==> config.mk <==
export PLATFORM = sky130hd
export DESIGN_NAME = ps2_host_tx
export DESIGN_NICKNAME = d
export VERILOG_FILES = /design/src/rtl/ps2_host_tx.sv
export SDC_FILE = /design/constraint.sdc
export NUM_CORES = 1
export LEC_CHECK = 0
export CAP_MARGIN = 25
export CORE_MARGIN = 2
export CORE_UTILIZATION = 60
export CTS_CLUSTER_DIAMETER = 60
export DETAILED_ROUTE_END_ITERATION = 8
export HOLD_SLACK_MARGIN = 0.15
export PLACE_DENSITY_LB_ADDON = 0.1
export SLEW_MARGIN = 20
export SYNTH_ARGS = -nofsm -noshare
export SYNTH_HDL_FRONTEND = slang
export SYNTH_SLANG_ARGS = --single-unit
export TNS_END_PERCENT = 100
==> constraint.sdc <==
create_clock -name clk -period 6.2 [get_ports clk]
set_input_delay 1.24 -clock clk [delete_from_list [all_inputs] [get_ports clk]]
set_output_delay 1.24 -clock clk [all_outputs]
set_load 0.005 [all_outputs]
==> src/rtl/ps2_host_tx.sv <==
// ---------------------------------------------------------------------------
// ps2_host_tx
// Host-to-device PS/2 transmitter. Sends one command byte (start, d0..d7,
// odd parity, stop) over the open-drain PS/2 clock/data lines and checks
// for the device ACK bit.
//
// Ports:
//   clk, rst          system clock, asynchronous active-high reset
//   tx_data[7:0]      command byte, captured when tx_valid && tx_ready
//   tx_valid          send request
//   tx_ready          high only while idle
//   tx_done           one-cycle pulse: ACK seen and bus back to idle
//   tx_err            one-cycle pulse: timeout or missing ACK
//   ps2_clk_in        raw pad level of PS/2 clock
//   ps2_data_in       raw pad level of PS/2 data
//   ps2_clk_oe        1 = pull clock line low
//   ps2_data_oe       1 = pull data line low
// ---------------------------------------------------------------------------
module ps2_host_tx #(
  parameter int unsigned CLK_FREQ_HZ    = 75_000_000,
  parameter int unsigned INHIBIT_CYCLES = 7500,
  parameter int unsigned TIMEOUT_CYCLES = 1_125_000,
  parameter int unsigned FILTER_LEN     = 8
) (
  input  logic       clk,
  input  logic       rst,
  input  logic [7:0] tx_data,
  input  logic       tx_valid,
  output logic       tx_ready,
  output logic       tx_done,
  output logic       tx_err,
  input  logic       ps2_clk_in,
  input  logic       ps2_data_in,
  output logic       ps2_clk_oe,
  output logic       ps2_data_oe
);

  localparam int unsigned FCNT_W = (FILTER_LEN > 2) ? $clog2(FILTER_LEN) : 1;
  localparam int unsigned INH_W  = (INHIBIT_CYCLES > 2) ? $clog2(INHIBIT_CYCLES) : 1;
  localparam int unsigned TO_W   = (TIMEOUT_CYCLES > 2) ? $clog2(TIMEOUT_CYCLES) : 1;
  localparam int unsigned BIT_W  = 4;
  localparam int unsigned SHR_W  = 10;

  // Elaboration-time sanity checks on the configuration.
  if (CLK_FREQ_HZ == 0) begin : g_bad_clk_freq
    $error("ps2_host_tx: CLK_FREQ_HZ must be non-zero");
  end
  if (INHIBIT_CYCLES < 2) begin : g_bad_inhibit
    $error("ps2_host_tx: INHIBIT_CYCLES must be at least 2");
  end
  if (TIMEOUT_CYCLES < 2) begin : g_bad_timeout
    $error("ps2_host_tx: TIMEOUT_CYCLES must be at least 2");
  end
  if (FILTER_LEN < 2) begin : g_bad_filter
    $error("ps2_host_tx: FILTER_LEN must be at least 2");
  end

  typedef enum logic [2:0] {
    S_IDLE      = 3'd0,
    S_INHIBIT   = 3'd1,
    S_REQ       = 3'd2,
    S_SHIFT     = 3'd3,
    S_ACK       = 3'd4,
    S_WAIT_IDLE = 3'd5,
    S_ERROR     = 3'd6
  } state_t;

  // -------------------------------------------------------------------------
  // Input conditioning: index 0 = clock line, index 1 = data line.
  // -------------------------------------------------------------------------
  logic [1:0]        r_sync1;
  logic [1:0]        r_sync2;
  logic [1:0]        r_filt;
  logic [FCNT_W-1:0] r_filt_cnt [2];
  logic              r_clk_filt_d;
  logic              w_clk_fall;

  // 2-FF synchronizer followed by a run-length stability filter per line.
  always_ff @(posedge clk or posedge rst) begin
    if (rst) begin
      r_sync1      <= 2'b11;
      r_sync2      <= 2'b11;
      r_filt       <= 2'b11;
      r_clk_filt_d <= 1'b1;
      for (int i = 0; i < 2; i++) begin
        r_filt_cnt[i] <= '0;
      end
    end else begin
      r_sync1      <= {ps2_data_in, ps2_clk_in};
      r_sync2      <= r_sync1;
      r_clk_filt_d <= r_filt[0];
      for (int i = 0; i < 2; i++) begin
        // A new level is accepted only after FILTER_LEN differing samples in a row.
        if (r_sync2[i] == r_filt[i]) begin
          r_filt_cnt[i] <= '0;
        end else if (r_filt_cnt[i] == FCNT_W'(FILTER_LEN - 1)) begin
          r_filt[i]     <= r_sync2[i];
          r_filt_cnt[i] <= '0;
        end else begin
          r_filt_cnt[i] <= r_filt_cnt[i] + FCNT_W'(1);
        end
      end
    end
  end

  assign w_clk_fall = r_clk_filt_d & ~r_filt[0];

  // -------------------------------------------------------------------------
  // Transmit state machine
  // -------------------------------------------------------------------------
  state_t             r_state;
  state_t             w_state_nxt;
  logic [SHR_W-1:0]   r_shift;
  logic [SHR_W-1:0]   w_shift_nxt;
  logic [BIT_W-1:0]   r_bit_cnt;
  logic [BIT_W-1:0]   w_bit_nxt;
  logic [INH_W-1:0]   r_inh_cnt;
  logic [INH_W-1:0]   w_inh_nxt;
  logic [TO_W-1:0]    r_to_cnt;
  logic [TO_W-1:0]    w_to_nxt;
  logic               r_clk_oe;
  logic               w_clk_oe_nxt;
  logic               r_data_oe;
  logic               w_data_oe_nxt;
  logic               r_done;
  logic               w_done_nxt;
  logic               r_err;
  logic               w_err_nxt;
  logic               r_ready;
  logic               w_ready_nxt;
  logic               w_to_active;
  logic               w_timeout;

  // State and registered outputs; reset releases both lines immediately.
  always_ff @(posedge clk or posedge rst) begin
    if (rst) begin
      r_state   <= S_IDLE;
      r_shift   <= '0;
      r_bit_cnt <= '0;
      r_inh_cnt <= '0;
      r_to_cnt  <= '0;
      r_clk_oe  <= 1'b0;
      r_data_oe <= 1'b0;
      r_done    <= 1'b0;
      r_err     <= 1'b0;
      r_ready   <= 1'b1;
    end else begin
      r_state   <= w_state_nxt;
      r_shift   <= w_shift_nxt;
      r_bit_cnt <= w_bit_nxt;
      r_inh_cnt <= w_inh_nxt;
      r_to_cnt  <= w_to_nxt;
      r_clk_oe  <= w_clk_oe_nxt;
      r_data_oe <= w_data_oe_nxt;
      r_done    <= w_done_nxt;
      r_err     <= w_err_nxt;
      r_ready   <= w_ready_nxt;
    end
  end

  // The timeout window covers everything after the clock is released.
  assign w_to_active = (r_state == S_REQ) || (r_state == S_SHIFT) ||
                       (r_state == S_ACK) || (r_state == S_WAIT_IDLE);
  assign w_timeout   = w_to_active && (r_to_cnt == TO_W'(TIMEOUT_CYCLES - 1));

  // Next-state and next-output logic.
  always_comb begin
    w_state_nxt   = r_state;
    w_shift_nxt   = r_shift;
    w_bit_nxt     = r_bit_cnt;
    w_inh_nxt     = r_inh_cnt;
    w_to_nxt      = r_to_cnt;
    w_clk_oe_nxt  = r_clk_oe;
    w_data_oe_nxt = r_data_oe;
    w_done_nxt    = 1'b0;
    w_err_nxt     = 1'b0;

    case (r_state)
      S_IDLE: begin
        w_clk_oe_nxt  = 1'b0;
        w_data_oe_nxt = 1'b0;
        if (tx_valid) begin
          // Frame after the start bit: d0..d7, odd parity, stop.
          w_shift_nxt  = {1'b1, ~(^tx_data), tx_data};
          w_inh_nxt    = '0;
          w_clk_oe_nxt = 1'b1;
          w_state_nxt  = S_INHIBIT;
        end
      end

      S_INHIBIT: begin
        w_clk_oe_nxt = 1'b1;
        w_inh_nxt    = r_inh_cnt + INH_W'(1);
        // Outputs are registered, so the start bit is scheduled one cycle early
        // to land in the final inhibit cycle.
        if (r_inh_cnt == INH_W'(INHIBIT_CYCLES - 2)) begin
          w_data_oe_nxt = 1'b1;
        end
        if (r_inh_cnt == INH_W'(INHIBIT_CYCLES - 1)) begin
          w_clk_oe_nxt  = 1'b0;
          w_data_oe_nxt = 1'b1;
          w_to_nxt      = '0;
          w_bit_nxt     = '0;
          w_state_nxt   = S_REQ;
        end
      end

      S_REQ: begin
        w_to_nxt    = r_to_cnt + TO_W'(1);
        w_state_nxt = S_SHIFT;
      end

      S_SHIFT: begin
        w_to_nxt = r_to_cnt + TO_W'(1);
        if (w_clk_fall) begin
          // Data only moves while the device holds the clock low.
          w_data_oe_nxt = ~r_shift[0];
          w_shift_nxt   = {1'b1, r_shift[SHR_W-1:1]};
          w_bit_nxt     = r_bit_cnt + BIT_W'(1);
          if (r_bit_cnt == BIT_W'(9)) begin
            w_state_nxt = S_ACK;
          end
        end
      end

      S_ACK: begin
        w_to_nxt = r_to_cnt + TO_W'(1);
        if (w_clk_fall) begin
          if (!r_filt[1]) begin
            w_state_nxt = S_WAIT_IDLE;
          end else begin
            w_clk_oe_nxt  = 1'b0;
            w_data_oe_nxt = 1'b0;
            w_err_nxt     = 1'b1;
            w_state_nxt   = S_ERROR;
          end
        end
      end

      S_WAIT_IDLE: begin
        w_to_nxt = r_to_cnt + TO_W'(1);
        if (r_filt[0] && r_filt[1]) begin
          w_done_nxt  = 1'b1;
          w_state_nxt = S_IDLE;
        end
      end

      S_ERROR: begin
        w_clk_oe_nxt  = 1'b0;
        w_data_oe_nxt = 1'b0;
        w_state_nxt   = S_IDLE;
      end

      default: begin
        w_clk_oe_nxt  = 1'b0;
        w_data_oe_nxt = 1'b0;
        w_state_nxt   = S_IDLE;
      end
    endcase

    // Timeout wins over any fall pulse or completion in the same cycle.
    if (w_timeout) begin
      w_clk_oe_nxt  = 1'b0;
      w_data_oe_nxt = 1'b0;
      w_done_nxt    = 1'b0;
      w_err_nxt     = 1'b1;
      w_state_nxt   = S_ERROR;
    end
  end

  assign w_ready_nxt = (w_state_nxt == S_IDLE);

  assign tx_ready    = r_ready;
  assign tx_done     = r_done;
  assign tx_err      = r_err;
  assign ps2_clk_oe  = r_clk_oe;
  assign ps2_data_oe = r_data_oe;

endmodule

# Word level (Yosys, flattened, before mapping)
# Index checks and enable logic that the tools add are counted.
# classes
addsub	5
n_eq_ne	22
n_mux	41
bitwise_logic	6
reduce_logical	23
# op_table
op	n
one-hot mux 21 bit (2 select lines)	1
2-to-1 mux 3 bit	11
equality test 13 bit (second input constant)	2
one-hot mux 13 bit (2 select lines)	1
adder 21 x 1 -> 21 bit (second input constant)	1
equality test 21 bit (second input constant)	1
2-to-1 mux 21 bit	1
2-to-1 mux 10 bit	2
one-hot mux 10 bit (2 select lines)	1
one-hot mux 3 bit (6 select lines)	1
2-to-1 mux 1 bit	16
adder 13 x 1 -> 13 bit (second input constant)	1
2-to-1 mux 13 bit	1
equality test 3 bit (second input constant)	4
inequality test 3 bit (second input constant)	3
AND reduction 3 bit	3
2-to-1 mux 4 bit	2
one-hot mux 1 bit (4 select lines)	2
one-hot mux 4 bit (2 select lines)	1
AND reduction 2 bit	4
nonzero test 2 bit	4
XOR reduction 8 bit	1
adder 3 x 1 -> 3 bit (second input constant)	2
equality test 3 x 2 -> 1 bit (second input constant)	2
other kinds (17)	29
# totals
ff_bits	69
input_bits	13
output_inout_bits	5
word_cells	114

# Logic depth before layout (Yosys ltp)
# Gate-level depths: netlist of the first run.
# logic_depth
depth_word	7
depth_mapped	8
depth_no_buf	6

# Worst setup path before layout of the first run
# Ideal clock, no wire load.
# synth_timing
path_kind	input-to-reg
startpoint	in tx_valid
endpoint	reg r_shift[8]
setup_ns	0.125
arrival_ns	2.342
required_time_ns	6.075
slack_ns	3.733
stages	5
n_path_buf	2
path_cell_list	or4b_1 > buf_2 > and2_1 > buf_6 > mux2_4
# synth_between
elab_chain_len	2
# synth_rtl
element	line	source
from (decl)	28	input logic tx_valid,
inequality test 2 bit (no line)	--	
AND reduction 3 bit (no line)	--	
to (signal assigned)	149	r_shift <= w_shift_nxt;
to (decl)	113	logic [SHR_W-1:0] r_shift;
# Every way passes these cells.
# A chain may end at the register's enable or synchronous reset.

# Worst setup path in the final report of the first run
# Ends and elaborated chain as after synthesis.

==> results.sh, run 1 <==
export IMPL_cp_required_ns=6.43
export IMPL_nNetsFinal=381
export IMPL_cts_sinks=69
export IMPL_antenna_cells=0
export IMPL_end_kind="register"
export IMPL_maxSlewViolCount=0
export IMPL_irDropWorstVdd_mv=0.234
export IMPL_p_clk_share_pct=40.8
export IMPL_initial_utilization_pct=62.9
export IMPL_p_sw_share_pct=24.3
export IMPL_dieArea_um2=6470
export IMPL_reg2reg_slack_ns=3.50
export IMPL_ys_ff_latch=69
export IMPL_rr_worst_depth=4
export IMPL_syn_instance_count=340
export IMPL_first_pass_iters=4
export IMPL_dpl_cell_area_um2=3720
export IMPL_post_cts_setup_buffer_count=0
export IMPL_post_dp_hpwl_mm=4.15
export IMPL_drv_cap=0
export IMPL_dieHeight_um=80.5
export IMPL_fmax_ghz=0.350
export IMPL_syn2layout_area_growth_pct=13.8
export IMPL_drt_first_iter_violations=100
export IMPL_io_buffers=17
export IMPL_crit_fanout=18
export IMPL_tns_ns=0
export IMPL_gr_usage_all_layers_pct=21.7
export IMPL_setup_viol=0
export IMPL_grt_pass1_wl_mm=10.7
export IMPL_critPathArrivalTime_ns=3.09
export IMPL_tightestPinTransition_ns=0.838
export IMPL_cts_max_path_buffers=2
export IMPL_regToRegEndpoint="r_shift[8]"
export IMPL_crit_path_start_kind="primary input"
export IMPL_antenna_found_initial=0
export IMPL_htreeDepth=3
export IMPL_p_leak_nw=1.85
export IMPL_ys_seq_area_share_pct=49.5
export IMPL_grt_max_degree=70
export IMPL_syn_nets=362
export IMPL_mostFrequentLayoutCell="dfrtp_1"
export IMPL_routed_wl_mm=6.12
export IMPL_cts_root_buf="clkbuf_8"
export IMPL_syn_area_um2=3510
export IMPL_synth_simple_area_share_pct=24.6
export IMPL_synth_mux_area_share_pct=4.17
export IMPL_period_share_pct=46.1
export IMPL_stdcell_count=436
export IMPL_yosysUniqueCellTypes=49
export IMPL_post_cts_resized=0
export IMPL_synth_adder_area_share_pct=3.21
export IMPL_slew_headroom_pct=44.1
export IMPL_route_vias_total=2476
export IMPL_status="completed"
export IMPL_internal_power_mw=0.911
export IMPL_critical_path_class="primary input to register"
export IMPL_rr_startpoint="r_state[1]"
export IMPL_clk_insertion_delay_late_ns=0.35
export IMPL_wl_per_cell_um=14.0
export IMPL_core_area_um2=5570
export IMPL_grt_pass1_vias=2390
export IMPL_mostFrequentLayoutCells="61 x dfrtp_1, 42 x nand2_1, 35 x nor2_1"
export IMPL_cts_clk_slew_worst_paths_ns=0.07
export IMPL_pwr_share_seq_pct=47.8
export IMPL_crit_start="tx_valid"
export IMPL_clock_skew_ns=0.00971
export IMPL_overflow=0
export IMPL_p_comb_share_pct=11.4
export IMPL_num_rows=27
export IMPL_io_pins=18
export IMPL_holdWs_ns=0.357
export IMPL_hold_buffers=0
export IMPL_dp_cells=420
export IMPL_drive_above_1_share_pct=10.7
export IMPL_synth_top_family_by_area="simple AND/OR/NAND/NOR gates"
export IMPL_hold_viol_final=0
export IMPL_vias_per_cell=5.68
export IMPL_synth_xor_area_share_pct=8.49
export IMPL_drc=0
export IMPL_cp_endpoint="r_shift[8]"
export IMPL_cts_tree="yes"
export IMPL_dieWidth_um=80.5
export IMPL_power_mw=1.20
export IMPL_min_period_ns=2.86
export IMPL_final_antenna_net_count=0
export IMPL_p_switching_mw=0.293
export IMPL_yosysWarningCount=0
export IMPL_cts_made_buffers=9
export IMPL_avgSynthCellArea_um2=10.3
export IMPL_rsz0062_at_grt="no"
export IMPL_hp_class="register to register"
export IMPL_gp_congestion=0.839
export IMPL_synth_compound_area_share_pct=7.35
export IMPL_powerDensity_nw_per_um2=302
export IMPL_finalInstanceArea_um2=3990
per-layer routing:
metal / track usage (%) / vias up / routed length, um
met5: 0 / - / 0
met4: 9.15 / 0 / 108
met3: 5.28 / 11 / 191
met2: 35.0 / 36 / 2900
met1: 28.1 / 1206 / 2920
li1: - / 1223 / -
flip-flops by register name, indices dropped and copies added, names as in the netlist:
signal / flops
r_to_cnt: 21
ps2_clk_oe: 1
r_inh_cnt: 13
r_sync2: 2
r_filt_cnt: 6
r_bit_cnt: 4
ps2_data_oe: 1
r_state: 3
r_shift: 10
r_clk_filt_d: 1
tx_done: 1
tx_ready: 1
tx_err: 1
r_filt: 2
r_sync1: 2
power by group through the flow:
| stage | registers, mW | logic [mW] | clock network [mW] |
|---|---|---|---|
| final | 0.575 | 0.138 | 0.492 |
| after floorplan | 0.568 | 0.110 | 0 |
| after detailed placement | 0.584 | 0.139 | 0 |
| after global routing | 0.587 | 0.162 | 0.521 |
| after CTS | 0.575 | 0.141 | 0.500 |
| after global placement | 0.582 | 0.134 | 0 |
worst min path at each step:
stage	from	to	slack [ns]	cells after the start
global route	r_sync1[0]	r_sync2[0]	0.36	0
floorplan	r_sync1[0]	r_sync2[0]	0.35	0
global placement	r_sync1[1]	r_sync2[1]	0.35	0
finish	r_sync1[1]	r_sync2[1]	0.36	0
detailed placement	r_sync1[1]	r_sync2[1]	0.35	0
CTS	r_sync1[1]	r_sync2[1]	0.36	0
worst max-delay path, stage by stage:
cell and delay [ns]:
clkdlybuf4s50_1 0.49, or4b_1 0.59, and2_1 0.40, mux2_4 0.37
area by class of cell:
class | instances | area, um2
clock buffer | 10 | 138
clock inverter | 6 | 134
fill | 429 | 1580
inverter | 6 | 22.5
multi-input combinational | 254 | 1680
sequential | 69 | 1740
tap | 72 | 90.1
timing repair buffer | 19 | 189
synthesized netlist by cell type (all sizes together):
cell / number / area [um2]
xor2: 19 / 174
nand2: 42 / 158
o211ai: 1 / 7.51
or4b: 1 / 10.0
a21o: 3 / 22.5
o21ai: 27 / 135
o22ai: 4 / 25.0
nand4b: 2 / 17.5
nand3: 10 / 50.1
o21ba: 1 / 10.0
dfrtp: 61 / 1530
and3: 6 / 37.5
and3b: 1 / 8.76
or4: 1 / 11.3
nor4bb: 5 / 50.1
mux2i: 12 / 120
a22o: 1 / 8.76
buf: 7 / 56.3
a31oi: 1 / 6.26
nand3b: 4 / 30.0
o31ai: 1 / 7.51
clkbuf: 4 / 15.0
nor4b: 5 / 43.8
dfstp: 8 / 210
mux2: 2 / 26.3
xnor2: 12 / 124
and4b: 1 / 10.0
or3b: 1 / 8.76
a21oi: 4 / 20.0
nor3b: 3 / 22.5
and2: 7 / 43.8
nor4: 3 / 55.1
a211oi: 2 / 15.0
or2: 2 / 12.5
nand4: 11 / 68.8
nor2: 35 / 131
ha: 9 / 113
nor2b: 2 / 12.5
inv: 6 / 22.5
nor3: 8 / 50.1
nand2b: 5 / 31.3
cell families after synthesis:
family,count (synthesis)
AO/OA/AOI/OAI,45
XOR/XNOR,31
adder cells (fa/ha/maj),9
buffers and inverters,17
flip-flops,69
multiplexers,14
AND/OR/NAND/NOR,155
stage by stage:
step | setup WS, ns | util, %
after floorplan | 3.23 | -
after global placement | 3.01 | 66.5
after detailed placement | 2.99 | 66.8
after CTS | 3.34 | 71.6
after global routing | 3.28 | 71.6
final | 3.34 | 71.6
(Power assumes the default switching activity.)
==> run 2: changes to the inputs <==
- clock period: 6.2 -> 2.8 ns (I/O delays scaled with it)
==> results.sh, run 2 (synthesis results as in run 1) <==
export IMPL_vias_per_cell=5.61
export IMPL_multi_input_area_um2=1680
export IMPL_mostFrequentLayoutCell="dfrtp_1"
export IMPL_clk_insertion_delay_late_ns=0.35
export IMPL_antenna_cells=0
export IMPL_top_register="r_to_cnt"
export IMPL_p_leak_nw=1.84
export IMPL_post_cts_setup_buffer_count=0
export IMPL_grt_pass1_vias=2387
export IMPL_rsz0062_at_grt="no"
export IMPL_syn2layout_area_growth_pct=13.4
export IMPL_grt_pass1_wl_mm=10.9
export IMPL_setup_viol=0
export IMPL_cts_sinks=69
export IMPL_drv_cap=0
export IMPL_tns_ns=0
export IMPL_maxSlewViolCount=0
export IMPL_first_pass_iters=4
export IMPL_powerDensity_nw_per_um2=623
export IMPL_hp_class="register to register"
export IMPL_end_kind="register"
export IMPL_cts_made_buffers=9
export IMPL_dieArea_um2=6470
export IMPL_overflow=0
export IMPL_clock_skew_ns=0.00794
export IMPL_status="completed"
export IMPL_post_cts_resized=0
export IMPL_critical_path_class="register to register"
export IMPL_reg2reg_slack_ns=0.64
export IMPL_reg_largest_list="r_to_cnt (21), r_inh_cnt (13), r_shift (10)"
export IMPL_drc=0
export IMPL_io_pins=18
export IMPL_core_area_um2=5570
export IMPL_final_util_pct=71.4
export IMPL_gp_congestion=0.818
export IMPL_grt_max_degree=29
export IMPL_tightestPinTransition_ns=0.601
export IMPL_hold_viol_final=0
export IMPL_fmax_ghz=0.464
export IMPL_dieWidth_um=80.5
export IMPL_route_vias_total=2476
export IMPL_final_antenna_net_count=0
export IMPL_wl_per_cell_um=14.3
export IMPL_cts_tree="yes"
export IMPL_regToRegEndpoint="r_shift[8]"
export IMPL_gr_usage_all_layers_pct=22.4
export IMPL_antenna_found_initial=0
export IMPL_num_rows=27
export IMPL_hold_buffers=0
export IMPL_io_buffers=17
export IMPL_min_period_ns=2.16
export IMPL_mostFrequentLayoutCells="61 x dfrtp_1, 42 x nand2_1, 35 x nor2_1"
export IMPL_cts_root_buf="clkbuf_8"
export IMPL_period_share_pct=77.0
export IMPL_n_fill_cell=442
export IMPL_stdcell_count=441
export IMPL_nNetsFinal=386
export IMPL_cp_endpoint="r_shift[8]"
export IMPL_rr_startpoint="r_state[1]"
export IMPL_irDropWorstVdd_mv=0.421
export IMPL_setup_slack_ns=0.643
export IMPL_crit_fanout=18
export IMPL_htreeDepth=3
export IMPL_drive_above_1_share_pct=11.4
export IMPL_place_ws_ns=0.292
export IMPL_final_seq_area_um2=1740
export IMPL_cts_max_path_buffers=2
export IMPL_drt_first_iter_violations=139
export IMPL_rr_worst_depth=3
export IMPL_crit_start="r_state[1]"
export IMPL_cts_clk_slew_worst_paths_ns=0.08
export IMPL_initial_utilization_pct=62.9
export IMPL_crit_path_start_kind="register"
export IMPL_dp_cells=425
export IMPL_dieHeight_um=80.5
export IMPL_cp_required_ns=3.04
export IMPL_largest_register_ffs=21
export IMPL_post_dp_hpwl_mm=4.39
export IMPL_routed_wl_mm=6.29
export IMPL_slew_headroom_pct=59.9
export IMPL_critPathArrivalTime_ns=2.40
run 2: cell types whose count changed in the layout (fill, tap and decap cells not counted), sizes merged:
cell / previous run / this run
buf: 2 / 7
clkinvlp: 0 / 3
bufinv: 4 / 2
clkinv: 2 / 1
run 2: how the worst min path moves through the flow:
stage | cells after the start | to | startpoint
3_3_place_gp | 0 | r_sync2[1] | r_sync1[1]
3_5_place_dp | 0 | r_sync2[0] | r_sync1[0]
6_report | 0 | r_sync2[1] | r_sync1[1]
5_1_grt | 0 | r_sync2[1] | r_sync1[1]
4_1_cts | 0 | r_sync2[1] | r_sync1[1]
2_1_floorplan | 0 | r_sync2[0] | r_sync1[0]
run 2: worst max-delay path, stage by stage (launching register included):
cell     delay [ns]
dfrtp_1        0.57
or4b_1         0.71
and2_1         0.39
mux2_4         0.37
run 2: layout make-up:
| class | instances | share of cell area [%] |
|---|---|---|
| clock buffer | 10 | 3.21 |
| clock inverter | 6 | 2.20 |
| inverter | 6 | 0.566 |
| multi-input combinational | 254 | 42.2 |
| sequential | 69 | 43.7 |
| tap | 72 | 2.26 |
| timing repair buffer | 24 | 5.91 |
run 2: where the power goes:
| group | total, mW | internal [mW] | switching (mW) |
|---|---|---|---|
| Sequential | 1.28 | 1.14 | 0.134 |
| Clock | 0.885 | 0.499 | 0.385 |
| Combinational | 0.316 | 0.172 | 0.144 |
run 2: stage by stage:
| step | hold slack (ns) | cell area, um2 | total power, mW |
|---|---|---|---|
| after floorplan | 0.345 | 3510 | 1.50 |
| after detailed placement | 0.349 | 3760 | 1.61 |
| after global routing | 0.366 | 3980 | 2.61 |
| final | 0.358 | 3980 | 2.48 |
| after global placement | 0.348 | 3760 | 1.59 |
| after CTS | 0.359 | 3980 | 2.50 |
run 2: per-layer routing:
layer / share of wire [%] / global-route usage [%]
met5: 0 / 0
met4: 2.0 / 10.8
met2: 48 / 35.8
met1: 47 / 28.7
met3: 3.5 / 5.39
